--- src/rtl/mem_store_buffer_if.sv ---
// rtl/mem_store_buffer_if.sv - store buffer pipeline/memory handshake bundle
interface mem_store_buffer_if #(
    parameter int WORD_LEN = 32
);
    logic                st_valid;
    logic [WORD_LEN-1:0] st_address;
    logic [WORD_LEN-1:0] st_data;
    logic                st_ready;
    logic                ld_valid;
    logic [WORD_LEN-1:0] ld_address;
    logic                ld_hit;
    logic [WORD_LEN-1:0] ld_data;
    logic                flush;
    logic                flush_done;
    logic                mem_writeEn;
    logic [WORD_LEN-1:0] mem_address;
    logic [WORD_LEN-1:0] mem_dataIn;

    modport master (
        output st_valid, st_address, st_data, ld_valid, ld_address, flush,
        input  st_ready, ld_hit, ld_data, flush_done, mem_writeEn, mem_address, mem_dataIn
    );

    modport slave (
        input  st_valid, st_address, st_data, ld_valid, ld_address, flush,
        output st_ready, ld_hit, ld_data, flush_done, mem_writeEn, mem_address, mem_dataIn
    );
endinterface

--- src/rtl/mem_store_buffer.sv ---
// rtl/mem_store_buffer.sv - posted-write FIFO between MEM stage and data memory
// Retires stores when the memory port is free and forwards the youngest match to loads.
module mem_store_buffer #(
    parameter int WORD_LEN = 32,
    parameter int DEPTH    = 4,
    parameter int PTR_W    = 2
) (
    input  logic               clk,
    input  logic               rst,
    mem_store_buffer_if.slave  bus
);
    localparam logic [PTR_W:0] L_DEPTH = DEPTH[PTR_W:0];

    logic [WORD_LEN-1:0] r_addr [DEPTH];
    logic [WORD_LEN-1:0] r_data [DEPTH];
    logic [PTR_W-1:0]    r_head;
    logic [PTR_W-1:0]    r_tail;
    logic [PTR_W:0]      r_count;

    logic                w_enq;
    logic                w_drain;
    logic                w_hit;
    logic [WORD_LEN-1:0] w_fwd;
    logic [PTR_W-1:0]    w_slot [DEPTH];

    assign bus.st_ready    = (r_count != L_DEPTH) && !bus.flush;
    assign w_enq           = bus.st_valid && bus.st_ready;
    assign w_drain         = (r_count != '0) && (!bus.ld_valid || bus.flush);
    assign bus.flush_done  = (r_count == '0);
    assign bus.mem_writeEn = w_drain;
    assign bus.mem_address = w_drain ? r_addr[r_head] : '0;
    assign bus.mem_dataIn  = w_drain ? r_data[r_head] : '0;
    assign bus.ld_hit      = w_hit;
    assign bus.ld_data     = w_fwd;

    // Walk oldest to youngest so a later match overrides an earlier one.
    always_comb begin
        w_hit = 1'b0;
        w_fwd = '0;
        for (int i = 0; i < DEPTH; i++) begin
            w_slot[i] = r_head + PTR_W'(i);
            if (((PTR_W+1)'(i) < r_count) &&
                (r_addr[w_slot[i]][WORD_LEN-1:1] == bus.ld_address[WORD_LEN-1:1])) begin
                w_hit = 1'b1;
                w_fwd = r_data[w_slot[i]];
            end
        end
    end

    always_ff @(posedge clk or posedge rst) begin
        if (rst) begin
            r_head  <= '0;
            r_tail  <= '0;
            r_count <= '0;
            for (int i = 0; i < DEPTH; i++) begin
                r_addr[i] <= '0;
                r_data[i] <= '0;
            end
        end else begin
            if (w_enq) begin
                r_addr[r_tail] <= bus.st_address;
                r_data[r_tail] <= bus.st_data;
                r_tail         <= r_tail + 1'b1;
            end
            if (w_drain) begin
                r_head <= r_head + 1'b1;
            end
            case ({w_enq, w_drain})
                2'b10:   r_count <= r_count + 1'b1;
                2'b01:   r_count <= r_count - 1'b1;
                default: r_count <= r_count;
            endcase
        end
    end
endmodule

--- src/flat_wrapper.sv ---
// flat-port wrapper written by rule: the top's interface ports become plain ports
module mem_store_buffer_flat 
#(
    parameter int WORD_LEN = 32,
    parameter int DEPTH    = 4,
    parameter int PTR_W    = 2
)
  (clk, rst, bus_st_valid, bus_st_address, bus_st_data, bus_ld_valid, bus_ld_address, bus_flush, bus_st_ready, bus_ld_hit, bus_ld_data, bus_flush_done, bus_mem_writeEn, bus_mem_address, bus_mem_dataIn);
  mem_store_buffer_if #(.WORD_LEN(WORD_LEN)) bus_i ();
  input  logic clk;
  input  logic rst;
  input wire logic [$bits(bus_i.st_valid)-1:0] bus_st_valid;
  input wire logic [$bits(bus_i.st_address)-1:0] bus_st_address;
  input wire logic [$bits(bus_i.st_data)-1:0] bus_st_data;
  input wire logic [$bits(bus_i.ld_valid)-1:0] bus_ld_valid;
  input wire logic [$bits(bus_i.ld_address)-1:0] bus_ld_address;
  input wire logic [$bits(bus_i.flush)-1:0] bus_flush;
  output wire logic [$bits(bus_i.st_ready)-1:0] bus_st_ready;
  output wire logic [$bits(bus_i.ld_hit)-1:0] bus_ld_hit;
  output wire logic [$bits(bus_i.ld_data)-1:0] bus_ld_data;
  output wire logic [$bits(bus_i.flush_done)-1:0] bus_flush_done;
  output wire logic [$bits(bus_i.mem_writeEn)-1:0] bus_mem_writeEn;
  output wire logic [$bits(bus_i.mem_address)-1:0] bus_mem_address;
  output wire logic [$bits(bus_i.mem_dataIn)-1:0] bus_mem_dataIn;
  assign bus_i.st_valid = bus_st_valid;
  assign bus_i.st_address = bus_st_address;
  assign bus_i.st_data = bus_st_data;
  assign bus_i.ld_valid = bus_ld_valid;
  assign bus_i.ld_address = bus_ld_address;
  assign bus_i.flush = bus_flush;
  assign bus_st_ready = bus_i.st_ready;
  assign bus_ld_hit = bus_i.ld_hit;
  assign bus_ld_data = bus_i.ld_data;
  assign bus_flush_done = bus_i.flush_done;
  assign bus_mem_writeEn = bus_i.mem_writeEn;
  assign bus_mem_address = bus_i.mem_address;
  assign bus_mem_dataIn = bus_i.mem_dataIn;
  mem_store_buffer #(.WORD_LEN(WORD_LEN), .DEPTH(DEPTH), .PTR_W(PTR_W)) u_core (.clk(clk), .rst(rst), .bus(bus_i));
endmodule
--- config.mk ---
export PLATFORM = sky130hd
export DESIGN_NAME = mem_store_buffer_flat
export DESIGN_NICKNAME = d
export VERILOG_FILES = /design/src/rtl/mem_store_buffer_if.sv /design/src/rtl/mem_store_buffer.sv /design/src/flat_wrapper.sv
export SDC_FILE = /design/constraint.sdc
export NUM_CORES = 1
export LEC_CHECK = 0
export CAP_MARGIN = 20
export CORE_MARGIN = 2
export CORE_UTILIZATION = 40
export CTS_CLUSTER_DIAMETER = 60
export CTS_CLUSTER_SIZE = 16
export DETAILED_ROUTE_END_ITERATION = 10
export GPL_ROUTABILITY_DRIVEN = 0
export MAX_ROUTING_LAYER = met4
export PLACE_DENSITY = 0.66
export SYNTH_ARGS = -nofsm -noshare
export SYNTH_HDL_FRONTEND = slang
export SYNTH_SLANG_ARGS = --single-unit
--- constraint.sdc ---
create_clock -name clk -period 27.1 [get_ports clk]
set_input_delay 8.13 -clock clk [delete_from_list [all_inputs] [get_ports clk]]
set_output_delay 8.13 -clock clk [all_outputs]
set_load 0.02 [all_outputs]
==> out/results.txt <==
Status: finished clean
Hold Slack: 0.503 ns
Clock Tree Buf Depth: 3
Synthesis Warnings: 0
WL met2: 28800 um
Worst-margin pin slew: 1.01 ns
IO buf count: 199
Pwr per Cell Area: 137 mW/mm2
Routed length on met3: 4940 um
DP Wirelength: 41100 um
Final nets: 2094
Layout cells sized above 1: 0.247
Netlist Area Pre-Place: 0.0196 mm2
Vias in the first global route: 16400
Core Region: 0.0486 mm2
DRT iter0 DRCs: 1236
Switching Power: 0.00143 W
DRC viols: 0
Setup crit end kind: output port
Worst-path fanout max: 66
Slew margin rel.: 0.325
Fin crit period: 21.50 ns
Die Area: 0.0509 mm2
Clk root buf: clkbuf_16
TritonCTS clock tree: done
Placed instance count: 2575
Std cell rows: 81
Reg area: 0.00659 mm2
Hold Crit Endpoint: u_core.r_addr[32]$_DFFE_PP0P_
Chip Height: 226 um
DR pass1 iterations: 8
Final Max Tran Viols: 0
DR vias/cell: 6.24
Synthesis-to-layout area growth: 16.6%
Reg clk slew, reported paths: 0.06 ns
Reg2reg setup slack: 23.72 ns
Worst r2r src: u_core.r_count[0]$_DFFE_PP0P_
Post-Syn Area per Cell: 10.3 um2
Cell count after synthesis: 1901
Cts hold-fix bufs: 0
Yosys reg bits: 263
Die span in x: 226 um
Distinct cells, synth: 64
Final setup fails: 0
Multi-input gate area: 0.0122 mm2
Clock power share: 0.136
Seq pwr share: 0.252
Largest delay share family, worst path: buffers and inverters
Resize count post-CTS: 0
Critical-path cell list: clkdlybuf4s50_1, o2bb2ai_1, nor4_1, a31oi_1, or4_2, o31a_2, buf_4, o21ai_2, buf_4, o221a_1, clkdlybuf4s50_1
Hold depth: 1
DR WL/cell: 24.1 um
Final hold vios: 0
Drt total wl: 63700 um
Number of synthesized flops with an enable pin: 0
Cell area after placement: 0.0219 mm2
Hold wc startpoint: u_core.r_addr[32]$_DFFE_PP0P_
Final setup skew: 0.0126 ns
Ys flop type: dfrtp_1
Slowest-stage cell, CP: or4_2
Starting density of the core: 0.403
Non-Filler Instances: 2637
Post-CTS setup buffers: 0
Area contributors post-synth: dfrtp_1, mux2_2, mux2i_1
Finished Cell Area: 0.0229 mm2
Top Layer Used: met4
Number of max-cap violations: 0
Fmax: 0.0465 GHz
Static leakage: 9.58 nW
CTS buffer count: 29
Most common cell in the netlist: mux2_2
Worst skew pair latency: 0.61 ns
Initial antenna violation count: 10
RSZ-0062 raised after global routing: no
Largest net degree at the start of global routing: 124
Synth Net Count: 2011
WP buf/inv: 4
Post-synth ARST share: 1.00
Fin Setup TNS: 0 ns
Share of the synthesized area in the top cell type: 0.335
First-pass GRT wire length: 96300 um
ANT nets after route: 0
Worst EP required: 18.97 ns
Crit path largest cell delay: 1.11 ns
CP Class: in2out
M1 WL: 27400 um
Area leader, netlist: dfrtp_1
R2r worst-path depth: 10
# IOs: 201
Worst path arrival time: 13.37 ns
FILL cells: 4468
Int Power: 0.00170 W
Post-synthesis sequential area ratio: 0.335
Switching share of power: 0.457
Period Utilization, post-route: 0.793
R2R Path End: u_core.r_count[2]$_DFFE_PP0P_
Total grt overflow: 0
Max IR drop VDD: 51.3 uV
Combinational share of power: 0.613
Critical Path Start Type: primary input
Hold Crit Class: reg2reg
Gr usage total: 0.252
Top cells by count, synth: mux2_2, dfrtp_1, mux2i_1
Vias: 16500
H-tree depth: 1
CTS Sinks: 263
kinds of logic (layout without fill, tap and decap cells):
| logic type | Yosys count | count (layout) | synth area share |
|---|---|---|---|
| mux | 599 | 599 | 0.342 |
| simple gates | 455 | 455 | 0.114 |
| compound gates | 282 | 282 | 0.112 |
| flops | 263 | 263 | 0.335 |
| buf+inv | 189 | 293 | 0.0445 |
| xor+xnor | 104 | 104 | 0.0464 |
| fa+ha+maj | 9 | 9 | 0.00574 |
| other cells | 0 | 10 | 0 |
worst max path at each step:
stage                     slack, ns               to  cells past startpoint          startpoint
after floorplan                8.17  bus_ld_data[11]                     12  bus_ld_address[12]
after global placement         5.78  bus_ld_data[25]                     11  bus_ld_address[18]
after detailed placement       5.80  bus_ld_data[25]                     11  bus_ld_address[18]
after CTS                      5.79  bus_ld_data[25]                     11  bus_ld_address[18]
after global routing           5.58  bus_ld_data[28]                     11  bus_ld_address[18]
final                          5.60   bus_ld_data[7]                     11  bus_ld_address[18]
area by class of cell:
class / count / share of cell area
Timing Repair Buffer: 224 / 0.0953
Sequential cell: 263 / 0.288
Tap cell: 622 / 0.0340
Clock inverter: 21 / 0.0110
Inverter: 17 / 0.00334
Clock buffer: 31 / 0.0325
Multi-Input combinational cell: 1449 / 0.535
Antenna cell: 10 / 0.00109
power by group through the flow:
stage	Combinational (W)	Clock, W	Sequential, W
final	0.00191	0.000424	0.000786
after global routing	0.00204	0.000445	0.000814
after CTS	0.00189	0.000433	0.000779
after detailed placement	0.00188	0	0.000785
after global placement	0.00185	0	0.000765
after floorplan	0.00141	0	0.000703
through the flow:
| stage | util | worst slack, ns | power, W |
|---|---|---|---|
| 2_1_floorplan | - | 8.17 | 0.00211 |
| 3_3_place_gp | 0.449 | 5.78 | 0.00261 |
| 3_5_place_dp | 0.449 | 5.80 | 0.00266 |
| 4_1_cts | 0.470 | 5.79 | 0.00310 |
| 5_1_grt | 0.470 | 5.58 | 0.00330 |
| 6_report | 0.470 | 5.60 | 0.00312 |
per-layer routing:
metal | up-vias | GRT usage
met5 | - | -
met4 | 0 | 0.113
met3 | 180 | 0.0446
met2 | 769 | 0.383
met1 | 8249 | 0.330
li1 | 7259 | -
state kept, by name (all words and copies together), names as in the netlist:
register	count
u_core.r_head	2
u_core.r_count	3
u_core.r_tail	2
u_core.r_addr	128
u_core.r_data	128
cell usage in the layout (no fill, tap or decap), types with 4 or more instances in the layout:
master,synthesis,final
xnor2_1,66,66
nand2_1,78,73
mux2_2,347,347
mux4_2,20,20
a21oi_1,48,48
and3_1,9,9
inv_1,17,15
ha_1,9,9
dfrtp_1,263,261
o2bb2ai_1,8,8
mux2i_1,228,228
or4b_1,11,11
xor2_1,38,38
inv_6,0,8
a211oi_1,39,39
o221a_1,31,31
nand3_1,7,6
clkbuf_16,0,29
o21ai_0,29,28
clkdlybuf4s50_1,0,199
diode_2,0,10
buf_4,8,25
o22ai_1,10,10
clkinv_4,0,4
and2_1,22,22
nor2b_1,11,11
a221oi_1,6,6
nor2_1,187,187
nand2_4,0,4
a22oi_1,9,9
a31oi_1,33,33
or4_1,22,21
nand4_1,41,41
nor4_1,13,13
a22oi_2,30,30
nor3_1,45,44
No activity file was read; power rests on OpenSTA's default activity.
